## config.mk

```make
export PLATFORM = sky130hd
export DESIGN_NAME = l1_cache_direct_mapped
export DESIGN_NICKNAME = d
export VERILOG_FILES = /design/src/rtl/l1_cache_direct_mapped.sv
export SDC_FILE = /design/constraint.sdc
export NUM_CORES = 2
export LEC_CHECK = 0
export BUFFER_PORTS_ARGS = -buffer_cell sky130_fd_sc_hd__clkbuf_2
export CAP_MARGIN = 30
export CORE_ASPECT_RATIO = 1.1
export CORE_UTILIZATION = 27
export CTS_CLUSTER_SIZE = 25
export DETAILED_ROUTE_END_ITERATION = 7
export PLACE_DENSITY_LB_ADDON = 0.25
export SYNTH_ARGS = -nofsm -noshare
export SYNTH_HDL_FRONTEND = slang
export SYNTH_SLANG_ARGS = --single-unit
```

## constraint.sdc

```tcl
create_clock -name clk -period 5.21 [get_ports clk]
set_input_delay 0 -clock clk [delete_from_list [all_inputs] [get_ports clk]]
set_output_delay 0 -clock clk [all_outputs]
set_load 0.02 [all_outputs]
```

## src/rtl/l1_cache_direct_mapped.sv

```systemverilog
// Direct-mapped, write-back, write-allocate L1 cache between the LC-3b CPU port and
// physical memory. Hits answer combinationally; misses write back a dirty victim, then fill.
//   state     | meaning
//   CHECK     | look up request, answer hits, launch a miss
//   WRITEBACK | push dirty victim line to pmem
//   ALLOCATE  | fetch requested line from pmem
module l1_cache_direct_mapped #(
  parameter int INDEX_BITS = 3
) (
  input  logic         clk,
  input  logic         reset,
  input  logic         mem_read,
  input  logic         mem_write,
  input  logic [1:0]   mem_byte_enable,
  input  logic [15:0]  mem_address,
  input  logic [15:0]  mem_wdata,
  output logic         mem_resp,
  output logic [15:0]  mem_rdata,
  output logic         pmem_read,
  output logic         pmem_write,
  output logic [15:0]  pmem_address,
  output logic [127:0] pmem_wdata,
  input  logic [127:0] pmem_rdata,
  input  logic         pmem_resp
);

  localparam int TAG_BITS = 12 - INDEX_BITS;
  localparam int LINES    = 1 << INDEX_BITS;

  typedef enum logic [1:0] {
    CHECK     = 2'd0,
    WRITEBACK = 2'd1,
    ALLOCATE  = 2'd2
  } state_e;

  state_e                state_q;
  logic [LINES-1:0]      valid_q;
  logic [LINES-1:0]      dirty_q;
  logic [TAG_BITS-1:0]   tag_q  [LINES];
  logic [127:0]          data_q [LINES];

  logic [TAG_BITS-1:0]   miss_tag_q;
  logic [INDEX_BITS-1:0] miss_idx_q;
  logic                  pmem_read_q;
  logic                  pmem_write_q;
  logic [15:0]           pmem_address_q;
  logic [127:0]          pmem_wdata_q;

  logic [TAG_BITS-1:0]   req_tag;
  logic [INDEX_BITS-1:0] req_idx;
  logic [2:0]            word_off;
  logic [6:0]            word_base;
  logic                  req_active;
  logic                  hit;
  logic                  wr_hit;
  logic [127:0]          line_d;
  logic                  unused_byte_bit;

  assign req_tag         = mem_address[15 -: TAG_BITS];
  assign req_idx         = mem_address[4 +: INDEX_BITS];
  assign word_off        = mem_address[3:1];
  assign word_base       = {word_off, 4'b0000};
  assign unused_byte_bit = mem_address[0];

  assign req_active = mem_read | mem_write;
  assign hit        = valid_q[req_idx] && (tag_q[req_idx] == req_tag);

  // A request is answered only from CHECK, so mem_resp can never leak out of a miss sequence.
  assign mem_resp  = (state_q == CHECK) && req_active && hit;
  assign mem_rdata = mem_resp ? data_q[req_idx][word_base +: 16] : 16'h0000;
  assign wr_hit    = mem_resp && mem_write;

  always_comb begin
    line_d = data_q[req_idx];
    if (mem_byte_enable[0]) line_d[word_base +: 8]         = mem_wdata[7:0];
    if (mem_byte_enable[1]) line_d[word_base + 7'd8 +: 8]  = mem_wdata[15:8];
  end

  assign pmem_read    = pmem_read_q;
  assign pmem_write   = pmem_write_q;
  assign pmem_address = pmem_address_q;
  assign pmem_wdata   = pmem_wdata_q;

  // Miss tag/index are latched so an in-flight transfer does not depend on the CPU holding its address.
  always_ff @(posedge clk or posedge reset) begin
    if (reset) begin
      state_q        <= CHECK;
      valid_q        <= '0;
      dirty_q        <= '0;
      miss_tag_q     <= '0;
      miss_idx_q     <= '0;
      pmem_read_q    <= 1'b0;
      pmem_write_q   <= 1'b0;
      pmem_address_q <= '0;
      pmem_wdata_q   <= '0;
    end else begin
      case (state_q)
        CHECK: begin
          if (req_active && !hit) begin
            miss_tag_q <= req_tag;
            miss_idx_q <= req_idx;
            if (valid_q[req_idx] && dirty_q[req_idx]) begin
              state_q        <= WRITEBACK;
              pmem_write_q   <= 1'b1;
              pmem_address_q <= {tag_q[req_idx], req_idx, 4'b0000};
              pmem_wdata_q   <= data_q[req_idx];
            end else begin
              state_q        <= ALLOCATE;
              pmem_read_q    <= 1'b1;
              pmem_address_q <= {req_tag, req_idx, 4'b0000};
            end
          end else if (wr_hit && (mem_byte_enable != 2'b00)) begin
            dirty_q[req_idx] <= 1'b1;
          end
        end
        WRITEBACK: begin
          if (pmem_resp) begin
            state_q             <= ALLOCATE;
            dirty_q[miss_idx_q] <= 1'b0;
            pmem_write_q        <= 1'b0;
            pmem_wdata_q        <= '0;
            pmem_read_q         <= 1'b1;
            pmem_address_q      <= {miss_tag_q, miss_idx_q, 4'b0000};
          end
        end
        ALLOCATE: begin
          if (pmem_resp) begin
            state_q             <= CHECK;
            valid_q[miss_idx_q] <= 1'b1;
            dirty_q[miss_idx_q] <= 1'b0;
            pmem_read_q         <= 1'b0;
            pmem_address_q      <= '0;
          end
        end
        default: begin
          state_q        <= CHECK;
          pmem_read_q    <= 1'b0;
          pmem_write_q   <= 1'b0;
          pmem_address_q <= '0;
          pmem_wdata_q   <= '0;
        end
      endcase
    end
  end

  // Tag and data arrays carry no reset; validity alone decides whether they mean anything.
  always_ff @(posedge clk) begin
    if ((state_q == ALLOCATE) && pmem_resp) begin
      data_q[miss_idx_q] <= pmem_rdata;
      tag_q[miss_idx_q]  <= miss_tag_q;
    end else if (wr_hit) begin
      data_q[req_idx] <= line_d;
    end
  end

endmodule

```

==> flow_metrics.env <==
export IMPL_status="completed"
export IMPL_htree_num_levels=4
export IMPL_slew_viol_final=0
export IMPL_synth_area_leaders="edfxtp_1 (64%), dfrtp_1 (8.4%), mux2_2 (4.8%), a22oi_1 (4.1%), a22o_1 (2.4%)"
export IMPL_place_congestion=0.819
export IMPL_critPathRequiredTime_ps=5210
export IMPL_use_met3_pct=2.40
export IMPL_cp_start_kind="primary input"
export IMPL_routed_via_density=5.17
export IMPL_fin_skew_ps=27.1
export IMPL_grt_pass1_wl_um=263000
export IMPL_grt_setup_unrepaired="no"
export IMPL_worst_slack_ps=735
export IMPL_rows=167
export IMPL_synth_cell_types=72
export IMPL_gr_usage_met2_pct=34.1
export IMPL_layout_nets=3806
export IMPL_synth_top_area_cell="edfxtp_1"
export IMPL_fin_tns_setup_ps=0
export IMPL_synth_compound_area_share_pct=12.0
export IMPL_grt_pass1_vias=31500
export IMPL_slew_headroom_pct=22.8
export IMPL_die_y_um=458
export IMPL_critPathKind="in2out"
export IMPL_fmax_mhz=223
export IMPL_layout_drive_gt1_share_pct=26.0
export IMPL_grt_usage_pct=19.7
export IMPL_async_reset_ff_share_pct=13.6
export IMPL_die_w_um=417
export IMPL_port_buffers=324
export IMPL_worstMarginPinSlew_ps=1150
export IMPL_cts_buffers=136
export IMPL_cellPowerDensity_nw_per_um2=446
export IMPL_top_usage_layer="met2"
export IMPL_yosys_area_share_simple_pct=3.53
export IMPL_start_util_pct=27.2
export IMPL_synthFlopType="edfxtp_1"
export IMPL_hold_path_class="in2reg"
export IMPL_synth_top_family_by_area="compound AO/OA/AOI/OAI gates"
export IMPL_yosys_area_share_xor_xnor_pct=0.0686
export IMPL_cts_root_buf="clkbuf_16"
export IMPL_synthTopCellsByCount="edfxtp_1 (1,096), a22oi_1 (282), mux2_2 (217)"
export IMPL_postSynthCellCount=3084
export IMPL_cts_clk_slew_worst_paths_ps=60
export IMPL_dp_slack_ps=1070
export IMPL_total_power_mw=27.8
export IMPL_dpl_hpwl_um=125000
export IMPL_setup_viol=0
export IMPL_num_vias=32000
export IMPL_hold_viol=0
export IMPL_dpl_cell_area_um2=56600
export IMPL_irDropWorstVdd_mv=0.382
export IMPL_fin_crit_sh_pct=85.9
export IMPL_syn_area_um2=51100
export IMPL_pin_count=330
export IMPL_synthAdderAreaFrac_pct=0.220
export IMPL_drt_initial_drc_count=2883
export IMPL_arrival_ps=4470
export IMPL_synth_top_area_share_pct=64.4
export IMPL_antenna_found_initial=16
export IMPL_avgSynthCellArea_um2=16.6
export IMPL_clock_path_buffers=3
export IMPL_max_cap_viol_count=0
export IMPL_gr_total_overflow=0
export IMPL_path_max_fanout=46
export IMPL_met1_usage_pct=23.4
export IMPL_power_leakage_nw=21.6
export IMPL_core_um2=188000
export IMPL_post_route_min_period_ps=4470
export IMPL_wl_um=192000
export IMPL_wl_per_cell_um=31.0
export IMPL_critPathCaptureType="output pin"
export IMPL_post_cts_setup_buffer_count=0
export IMPL_yosysMostFrequentCell="edfxtp_1"
export IMPL_antenna_left=0
export IMPL_synth_seq_cells=1268
export IMPL_synth_seq_area_share_pct=72.8
export IMPL_final_cell_area_um2=62500
export IMPL_area_delta_synth_final_pct=22.3
export IMPL_grt_max_degree=129
export IMPL_cts_tree="done"
export IMPL_synthMuxAreaShare_pct=8.99
export IMPL_clock_sinks=1268
export IMPL_drcViolationCount=0
export IMPL_clock_latency_ps=790
export IMPL_dr_pass1_iters=6
export IMPL_synth_edf_count=1096
export IMPL_design_die_area_um2=191000
export IMPL_ys_warn_count=0
layer usage:
layer	share of wire, %	vias up
met5	0.011	-
met3	4.4	323
met2	50	1114
met1	39	16900
li1	-	13700
met4	6.5	4
cell usage in the layout (no fill, tap or decap), drive strengths merged, types with 17 or more instances in the layout:
cell         count
dlygate4sd3    148
a21oi           84
inv             30
clkinv          53
a221oi          97
o21ai           89
o2bb2ai         45
nand2          116
edfxtp        1096
nand3           40
mux2i           82
mux2           249
dfrtp          172
buf            157
and3            17
a22oi          282
mux4            43
nor2            82
clkbuf         502
a211oi          19
a22o           142
nand4           36
through the flow:
step	hold WS (ps)	utilization (%)	std cells
floorplan	151	-	3087
global placement	151	30.0	5786
detailed placement	141	30.1	5793
CTS	1.02	33.2	6188
global route	52.0	33.2	6190
finish	59.7	33.2	6195
repair_timing:
| action | 4_1_cts | 5_1_grt |
|---|---|---|
| resized for setup | 0 | 0 |
| hold endpoints to repair | 1197 | 0 |
| hold buffers | 148 | 0 |
registers in the layout (all words and copies together), names as in the netlist:
signal / cells
data_q: 1024
pmem_wdata: 128
tag_q: 72
pmem_address: 12
miss_tag_q: 9
dirty_q: 8
valid_q: 8
miss_idx_q: 3
state_q: 2
pmem_read: 1
pmem_write: 1
cell type report:
type	instances	area, um^2
Antenna cell	6	15.0
Clock buffer	181	3750
Clock inverter	66	643
Fill cell	18200	126000
Inverter	27	109
Multi-Input combinational cell	1571	12900
Sequential cell	1268	37200
Tap cell	2450	3070
Timing Repair Buffer	626	4810
critical path, cell delays in order:
cell	delay (ps)
dlygate4sd3_1	550
buf_4	270
buf_4	380
nor2_2	540
buf_4	450
a221oi_1	140
o21ai_0	490
inv_1	160
mux4_2	690
a211oi_1	460
clkbuf_2	240
where the power goes:
part	internal [mW]	total (mW)	switching [mW]
Combinational	1.64	4.99	3.35
Sequential	12.5	13.2	0.675
Clock	5.50	9.63	4.14
path summary, 6_finish.rpt:
path                                 from  slack [ps]         endpoint  depth (start not counted)
min in group asynchronous           reset         420  pmem_address[6]                          4
max in group asynchronous           reset        3380   pmem_wdata[87]                          5
setup / recovery           mem_address[4]         740    mem_rdata[14]                         11
setup reg to reg              tag_q[4][2]         920    data_q[4][78]                         10
hold reg to reg                valid_q[5]         460       valid_q[5]                          1
hold / removal              mem_wdata[12]          60    data_q[6][76]                          4
kinds of logic (layout without fill, tap and decap cells):
| family | after synthesis | after routing |
|---|---|---|
| other cells | 1 | 10 |
| fa+ha+maj | 9 | 9 |
| mux | 374 | 374 |
| buf+inv | 248 | 900 |
| flops | 1268 | 1268 |
| simple gates | 362 | 362 |
| compound gates | 818 | 818 |
| xor+xnor | 4 | 4 |
No activity file was read; power rests on OpenSTA's default activity.
